$ cat src/rtl/pipeline_pkg.sv
// Shared pipeline definitions: hazard FSM state encodings
// and the architectural zero register index.
package pipeline_pkg;

  typedef enum logic [1:0] {
    HCU_RUN      = 2'd0,
    HCU_LU_STALL = 2'd1,
    HCU_FLUSH    = 2'd2
  } hcu_state_t;

  localparam logic [4:0] REG_ZERO = 5'd0;

endpackage

$ cat src/rtl/hazard_control_unit_sat_counter.sv
// Saturating up-counter, stops at all-ones.
// Ports: clk, rst_n (async low), inc, count[W-1:0].
module sat_counter #(
  parameter int W = 32
) (
  input  logic         clk,
  input  logic         rst_n,
  input  logic         inc,
  output logic [W-1:0] count
);

  always_ff @(posedge clk or negedge rst_n) begin
    if (!rst_n) begin
      count <= '0;
    end else if (inc && (count != '1)) begin
      count <= count + 1'b1;
    end
  end

endmodule

$ cat src/rtl/hazard_control_unit.sv
// Stall/flush controller: load-use, shared-memory and branch hazards.
// Ports: hazard inputs, PC/IF-ID/ID-EX controls, perf counters, state.
module hazard_control_unit
  import pipeline_pkg::*;
#(
  parameter int FLUSH_CYCLES = 1,
  parameter int CNT_W        = 32
) (
  input  logic             clk,
  input  logic             rst_n,
  input  logic             ID_EX_MemRead,
  input  logic [4:0]       ID_EX_RegisterRd,
  input  logic [4:0]       IF_ID_RegisterRs1,
  input  logic [4:0]       IF_ID_RegisterRs2,
  input  logic             IF_ID_UsesRs1,
  input  logic             IF_ID_UsesRs2,
  input  logic             EX_MEM_MemAccess,
  input  logic             branch_taken,
  output logic             PCWrite,
  output logic             IF_ID_Write,
  output logic             IF_ID_Flush,
  output logic             ID_EX_Bubble,
  output logic [CNT_W-1:0] stall_count,
  output logic [CNT_W-1:0] flush_count,
  output logic [1:0]       state_o
);

  localparam logic [2:0] FC_LOAD = 3'(FLUSH_CYCLES - 1);
  localparam bit         FC_MULTI = (FLUSH_CYCLES > 1);

  hcu_state_t state, state_nxt;
  logic [2:0] fcnt, fcnt_nxt;

  logic lu_hazard;
  logic st_hazard;
  logic br_flush;

  assign lu_hazard = ID_EX_MemRead
    && (ID_EX_RegisterRd != REG_ZERO)
    && ((IF_ID_UsesRs1
         && (ID_EX_RegisterRd == IF_ID_RegisterRs1))
     || (IF_ID_UsesRs2
         && (ID_EX_RegisterRd == IF_ID_RegisterRs2)));

  assign st_hazard = EX_MEM_MemAccess;

  always_comb begin
    PCWrite      = 1'b1;
    IF_ID_Write  = 1'b1;
    IF_ID_Flush  = 1'b0;
    ID_EX_Bubble = 1'b0;
    br_flush     = 1'b0;
    state_nxt    = HCU_RUN;
    fcnt_nxt     = '0;
    if (rst_n) begin
      case (state)
        HCU_RUN, HCU_LU_STALL: begin
          if (branch_taken) begin
            IF_ID_Flush  = 1'b1;
            ID_EX_Bubble = 1'b1;
            br_flush     = 1'b1;
            if (FC_MULTI) begin
              state_nxt = HCU_FLUSH;
              fcnt_nxt  = FC_LOAD;
            end
          end else if (lu_hazard
                       && (state == HCU_RUN)) begin
            PCWrite      = 1'b0;
            IF_ID_Write  = 1'b0;
            ID_EX_Bubble = 1'b1;
            state_nxt    = HCU_LU_STALL;
          end else if (st_hazard) begin
            // lost fetch slot: hold PC, NOP into IF/ID
            PCWrite     = 1'b0;
            IF_ID_Flush = 1'b1;
          end
        end
        HCU_FLUSH: begin
          IF_ID_Flush  = 1'b1;
          ID_EX_Bubble = 1'b1;
          br_flush     = 1'b1;
          if (fcnt > 3'd1) begin
            state_nxt = HCU_FLUSH;
            fcnt_nxt  = 3'(fcnt - 3'd1);
          end
        end
        default: begin
          state_nxt = HCU_RUN;
        end
      endcase
    end
  end

  always_ff @(posedge clk or negedge rst_n) begin
    if (!rst_n) begin
      state <= HCU_RUN;
      fcnt  <= '0;
    end else begin
      state <= state_nxt;
      fcnt  <= fcnt_nxt;
    end
  end

  assign state_o = state;

  sat_counter #(.W(CNT_W)) u_stall_cnt (
    .clk   (clk),
    .rst_n (rst_n),
    .inc   (!PCWrite),
    .count (stall_count)
  );

  sat_counter #(.W(CNT_W)) u_flush_cnt (
    .clk   (clk),
    .rst_n (rst_n),
    .inc   (br_flush),
    .count (flush_count)
  );

endmodule

$ cat config.mk
export PLATFORM = sky130hd
export DESIGN_NAME = hazard_control_unit
export DESIGN_NICKNAME = d
export VERILOG_FILES = /design/src/rtl/pipeline_pkg.sv /design/src/rtl/hazard_control_unit_sat_counter.sv /design/src/rtl/hazard_control_unit.sv
export SDC_FILE = /design/constraint.sdc
export NUM_CORES = 1
export LEC_CHECK = 0
export ABC_AREA = 0
export BUFFER_PORTS_ARGS = -buffer_cell sky130_fd_sc_hd__buf_2
export CORE_MARGIN = 4
export CORE_UTILIZATION = 45
export CTS_CLUSTER_DIAMETER = 120
export DETAILED_ROUTE_END_ITERATION = 8
export GPL_ROUTABILITY_DRIVEN = 0
export PLACE_DENSITY = 0.69
export SYNTH_ARGS = -nofsm -noshare
export SYNTH_HDL_FRONTEND = slang
export SYNTH_HIERARCHICAL = 1
export SYNTH_SLANG_ARGS = --single-unit
$ cat constraint.sdc
create_clock -name clk -period 5 [get_ports clk]
set_clock_uncertainty 0.05 [all_clocks]
set_input_delay 0.25 -clock clk [delete_from_list [all_inputs] [get_ports clk]]
set_output_delay 0.25 -clock clk [all_outputs]
set_load 0.005 [all_outputs]
# After elaboration in Yosys (flattened, before gate mapping)
# Cells that the tools add are included.
[classes]
eq_ne = 6
magnitude_cmp = 1
div = 0
shift = 0
n_bitwise = 0
reduce_logical = 12
n_addsub = 3
multipliers = 0
n_mux = 29
[ops]
columns = ["op", "n"]
rows = [
  ["adder 32 x 1 -> 32 bit, second input constant", 2],
  ["!= test 32 bit, second input constant", 2],
  ["2-to-1 mux 1 bit", 20],
  ["== test 5 bit", 2],
  ["2-to-1 mux 3 bit", 3],
  ["logical AND 1 bit", 7],
  ["case mux 1 bit (2 select lines)", 3],
  ["nonzero test 5 bit", 1],
  ["2-to-1 mux 2 bit", 2],
  ["case mux 2 bit (2 select lines)", 1],
  ["> comparator 3 x 1 -> 1 bit, second input constant", 1],
  ["subtractor 3 x 1 -> 3 bit, second input constant", 1],
  ["== test 2 x 1 -> 1 bit, second input constant", 1],
  ["== test 2 bit, second input constant", 1],
  ["logical NOT 2 bit", 1],
  ["OR reduction 2 bit", 1],
  ["logical NOT 1 bit", 1],
  ["logical OR 1 bit", 1],
]
[totals]
word_cells = 55
regBits = 69
output_inout_bits = 70
n_memories = 0
mem_bits_rw = 0
mem_bits_ro = 0
latchBits = 0
in_bits = 22

# Longest topological paths before layout
[logic_depth]
word_depth = 11
ltp_mapped = 10
mapped_depth_nobuf = 9

# Modules after synthesis
# The synthesis kept the hierarchy.
[by_module_without_submodules]
columns = ["module", "cells_each", "area_each_um2", "seq_area_each_um2", "instances"]
rows = [
  ["sat_counter", 151, 1624.1, 800.8, 2],
  ["hazard_control_unit", 47, 420.4, 125.1, 1],
]

# Worst setup path after synthesis
# No wires, ideal clock.
[synth_path]
path_kind = "input-to-reg"
startpoint = "input port ID_EX_RegisterRd[1]"
endpoint = "register u_stall_cnt.count[15]"
setup_ps = 125
n_path_buf = 1
required_time_ps = 4825
path_stages = 9
t_arrival_ps = 2366
path_slack_ps = 2459
cell_sequence = "or4_1 o211a_1 and3_4 a32o_1 and3_1 nor2b_1 clkbuf_1 nand3_1 mux2_2"
[synth_via]
elab_chain_cells = 11
elab_cells_between_ends = 15
classes_between = "eq/ne: 2; mux: 4; reduce/logical: 9"
[synth_rtl]
columns = ["element", "line", "text"]
rows = [
  ["from (decl)", "hazard_control_unit.sv:12", "input logic [4:0] ID_EX_RegisterRd,"],
  ["== test 5 bit (on tied branches)", "hazard_control_unit.sv:41, hazard_control_unit.sv:43", ""],
  ["logical AND 1 bit (on tied branches)", "hazard_control_unit.sv:41, hazard_control_unit.sv:43", ""],
  ["logical OR 1 bit", "hazard_control_unit.sv:42", "|| (IF_ID_UsesRs2"],
  ["logical AND 1 bit (*)", "hazard_control_unit.sv:40", "&& ((IF_ID_UsesRs1"],
  ["logical AND 1 bit (*)", "hazard_control_unit.sv:67", "&& (state == HCU_RUN)) begin"],
  ["2-to-1 mux 1 bit (*)", "hazard_control_unit.sv:66", "end else if (lu_hazard"],
  ["2-to-1 mux 1 bit (*)", "hazard_control_unit.sv:58", "if (branch_taken) begin"],
  ["2-to-1 mux 1 bit (*)", "hazard_control_unit.sv:56", "case (state)"],
  ["2-to-1 mux 1 bit (*)", "hazard_control_unit.sv:55", "if (rst_n) begin"],
  ["logical NOT 1 bit (*)", "hazard_control_unit.sv:109", ".inc (!PCWrite),"],
  ["logical AND 1 bit (*)", "hazard_control_unit_sat_counter.sv:15", "end else if (inc && (count != '1)) begin"],
  ["to (signal assigned)", "hazard_control_unit_sat_counter.sv:16", "count <= count + 1'b1;"],
  ["to (decl)", "hazard_control_unit_sat_counter.sv:9", "output logic [W-1:0] count"],
]
# Mark *: on every way between the ends. The rest lies on a longest branch, timed or not.
# A chain may end at the register's enable or synchronous reset.

# Worst setup path in the final report
[layout_path]
startpoint = "input port rst_n"
endpoint = "register u_flush_cnt.count[29]"
[layout_via]
elab_chain_cells = 2
[layout_rtl]
columns = ["element", "line", "text"]
rows = [
  ["from (decl)", "hazard_control_unit.sv:10", "input logic rst_n,"],
  ["2-to-1 mux 1 bit", "hazard_control_unit.sv:55", ""],
  ["named net br_flush", "hazard_control_unit.sv:36", "logic br_flush;"],
  ["logical AND 1 bit", "hazard_control_unit_sat_counter.sv:15", ""],
  ["to (signal assigned)", "hazard_control_unit_sat_counter.sv:16", ""],
  ["to (decl)", "hazard_control_unit_sat_counter.sv:9", ""],
]
# The timed path passes the listed nets, and every way through them passes these cells.

==> results.md <==
- Initial antenna violation count: 0
- Number of distinct library cells after synthesis: a little over 40
- Fmax: 0.308 GHz
- Ports: just over 90
- Vias: between 3,000 and 4,000
- Gr usage total: between 10% and 20%
- Clk root buf: clkbuf_8
- CORE AREA: around 7800 um^2
- Worst R2R Start: state_o[1]$_DFF_PN0_
- Post-route ant nets: 0
- CP Capture Type: flop
- Status: complete, no violations
- Area occupied by multi-input gates: 1890 um^2
- Seq. cell area: ~1700 um^2
- Port bufs: between 90 and 100
- Most frequent cells in the layout: 91 x buf_2, 69 x dfrtp_1, 59 x xnor2_1
- Worst hold path type: in -> reg
- Maximum level of the CTS H-tree: 3
- Layout area overhead: 21.0%
- Most used cell, CP: nor2b_1
- Lkg Pwr: a little over 2 nW
- Gr ovfl total: 0
- Final Hold Vio Count: 0
- PostCTS Resize Cnt: 0
- Fin nets: ~480
- Largest net degree at the start of global routing: between 40 and 50
- Final min period: between 3000 and 4000 ps
- HPWL Detailed: ~6.6 mm
- Rel. slew slack: 55.3%
- Clock-pin slew on the worst setup and hold paths: roughly 70 ps
- Num rows: 32
- Max-slew violations: 0
- Required time of the critical path: about 5200 ps
- Setup TNS: 0 ps
- Hold Crit Depth: 3
- Total CTS buffers: 9
- Clk sinks: 69
- Synthesized area: around 3700 um^2
- Ant diodes: 0
- Mapped Cells: roughly 350
- CP Max Fanout: 32
- Register area share after synthesis: a little under half
- Pwr per Cell Area: 295 nW/um^2
- CP Cell Sequence: dlygate4sd3_1 -> buf_2 -> a21boi_0 -> nor2b_1 -> and3_1 -> nor2b_1 -> nand4_1 -> nor4_2 -> xor2_1
- Warning count from the yosys run: 6
- DRT iter0 DRCs: 94
- Fin worst setup slack: around 1700 ps
- Setup violators final: 0
- Slowest cell on crit path: buf_2
- Filler cells: just under 700
- Total detailed-routing wirelength: a little under 9 mm
- R2R depth: 8
- Vias in the first global route: about 3,000
- Die Wd: between 90 and 100 um
- Initial Util: 47.0%
- Buffers and inverters on the worst path: 2
- Worst vdd ir: 0.183 mV
- Commonest non-fill, non-tap cell in the layout: buf_2
- Worst skew pair latency: between 300 and 400 ps
- Post-route clock period utilization: roughly two thirds
- First-pass GRT wire length: approximately 14 mm
- Crit path from: rst_n
- Family with the most delay on the worst path: simple AND/OR/NAND/NOR gates
- Post-CTS setup buffers: 0
- Startpoint Class: input port
- Largest stage delay, worst path: approximately 540 ps
- Drt drc: 0
- RSZ-0062 raised after global routing: false
- Critical Path Stages: 9
- Via/cell ratio: between 5 and 6
- Max-cap check violation count: 0
- Hold_ws: between 300 and 400 ps
- Die height: just under 100 um
- Routed WL per cell: about 16 um
- Syn_area_per_cell: between 10 and 15 um^2
- Die ar.: a little under 10,000 um^2
- CTS Buffer Depth: 2
- Post-Place Worst Slack: ~1900 ps
- Crit path DAT: approximately 3500 ps
- Mapped Nets: about 380
- Yosys reg bits: 69
- Hold path startpoint: branch_taken
- Measured slew at the worst slew-check pin: around 670 ps
- 1st-pass router iterations: 4
- Share of cells above drive strength 1: 28.8%
- Critical path class: in -> reg
- CTS tree: done
metal layers:
metal,vias up,wire (um),GRT usage [%]
met3,14,491,4.43
met5,-,0,0
met1,1493,3930,23.7
met2,83,4220,29.8
met4,0,141,6.93
li1,1476,-,-
power breakdown:
group | internal, mW | switching (mW) | total (mW)
Combinational | 0.0887 | 0.0967 | 0.185
Clock | 0.266 | 0.196 | 0.462
Sequential | 0.601 | 0.0618 | 0.663
Yosys cell counts, drive strengths merged:
cell type  count  area share, %
or4            5            1.4
a31o           1           0.24
mux2           4            1.2
o211a          1           0.27
a21oi          5           0.68
xor2          10            2.4
nand2         37            3.9
and4           9            2.2
xnor2         59             14
nand4         35            6.3
nor2          24            2.5
o31ai          3            1.4
o211ai         4           0.82
nor4          10            2.9
inv            5           0.51
nand3b         2           0.41
buf            2           0.61
o22ai          1           0.17
dfrtp         69             47
a21boi         1           0.20
a32o           1           0.27
nor3          10            1.9
and3           5           0.99
a32oi          1           0.24
o21ai          1           0.14
nor2b          3           0.51
a31oi          3           0.51
ha             4            1.4
nand3         32            4.6
clkbuf         2           0.20
sequential cells by signal (all words and copies together) (netlist names):
register	count
fcnt	3
u_stall_cnt/count	32
state_o	2
u_flush_cnt/count	32
worst paths after layout:
| check | end | slack (ps) |
|---|---|---|
| max | u_flush_cnt/count[29]$_DFFE_PN0P_ | 1750 |
| min | state_o[0]$_DFF_PN0_ | 320 |
| max reg2reg | u_stall_cnt/count[29]$_DFFE_PN0P_ | 2240 |
| min reg2reg | fcnt[0]$_DFF_PN0_ | 410 |
| max in group asynchronous | u_flush_cnt/count[9]$_DFFE_PN0P_ | 3450 |
| min in group asynchronous | u_stall_cnt/count[3]$_DFFE_PN0P_ | 430 |
worst register-to-register path: stages, from the launching register on:
cell and delay, ps:
dfrtp_1 430, nor2_1 360, and3_4 260, a32o_1 280, and3_1 250, nor2b_1 520
nand4_1 180, nor4_2 210, xor2_1 160
layout make-up:
| cell class | count | area share (%) |
|---|---|---|
| clock buffers | 13 | 3.81 |
| repair buffers | 93 | 10.7 |
| well taps | 102 | 2.88 |
| inverters | 5 | 0.423 |
| flip-flops and latches | 69 | 38.9 |
| multi-input cells | 271 | 42.7 |
| clock inverters | 1 | 0.677 |
repair_timing:
action | CTS | global route
hold buffers | 1 | 0
hold endpoints to repair | 24 | 0
endpoints found under the setup margin | 0 | 0
cells by family after synthesis:
logic type / count (synthesis) / synth area share (%)
flops: 69 / 47.1
compound gates: 22 / 4.91
mux: 4 / 1.23
buf+inv: 9 / 1.33
xor+xnor: 69 / 16.5
fa+ha+maj: 4 / 1.36
simple gates: 172 / 27.6
metrics by stage:
stage | area [um^2] | util (%) | power (mW) | instances
after CTS | 4440 | 56.8 | 1.33 | 554
after floorplan | 3670 | - | 0.757 | 349
after detailed placement | 4230 | 54.2 | 0.860 | 539
after global routing | 4440 | 56.8 | 1.38 | 554
after global placement | 4230 | 54.2 | 0.850 | 539
final | 4440 | 56.8 | 1.31 | 554
No activity file was read; power rests on OpenSTA's default activity.
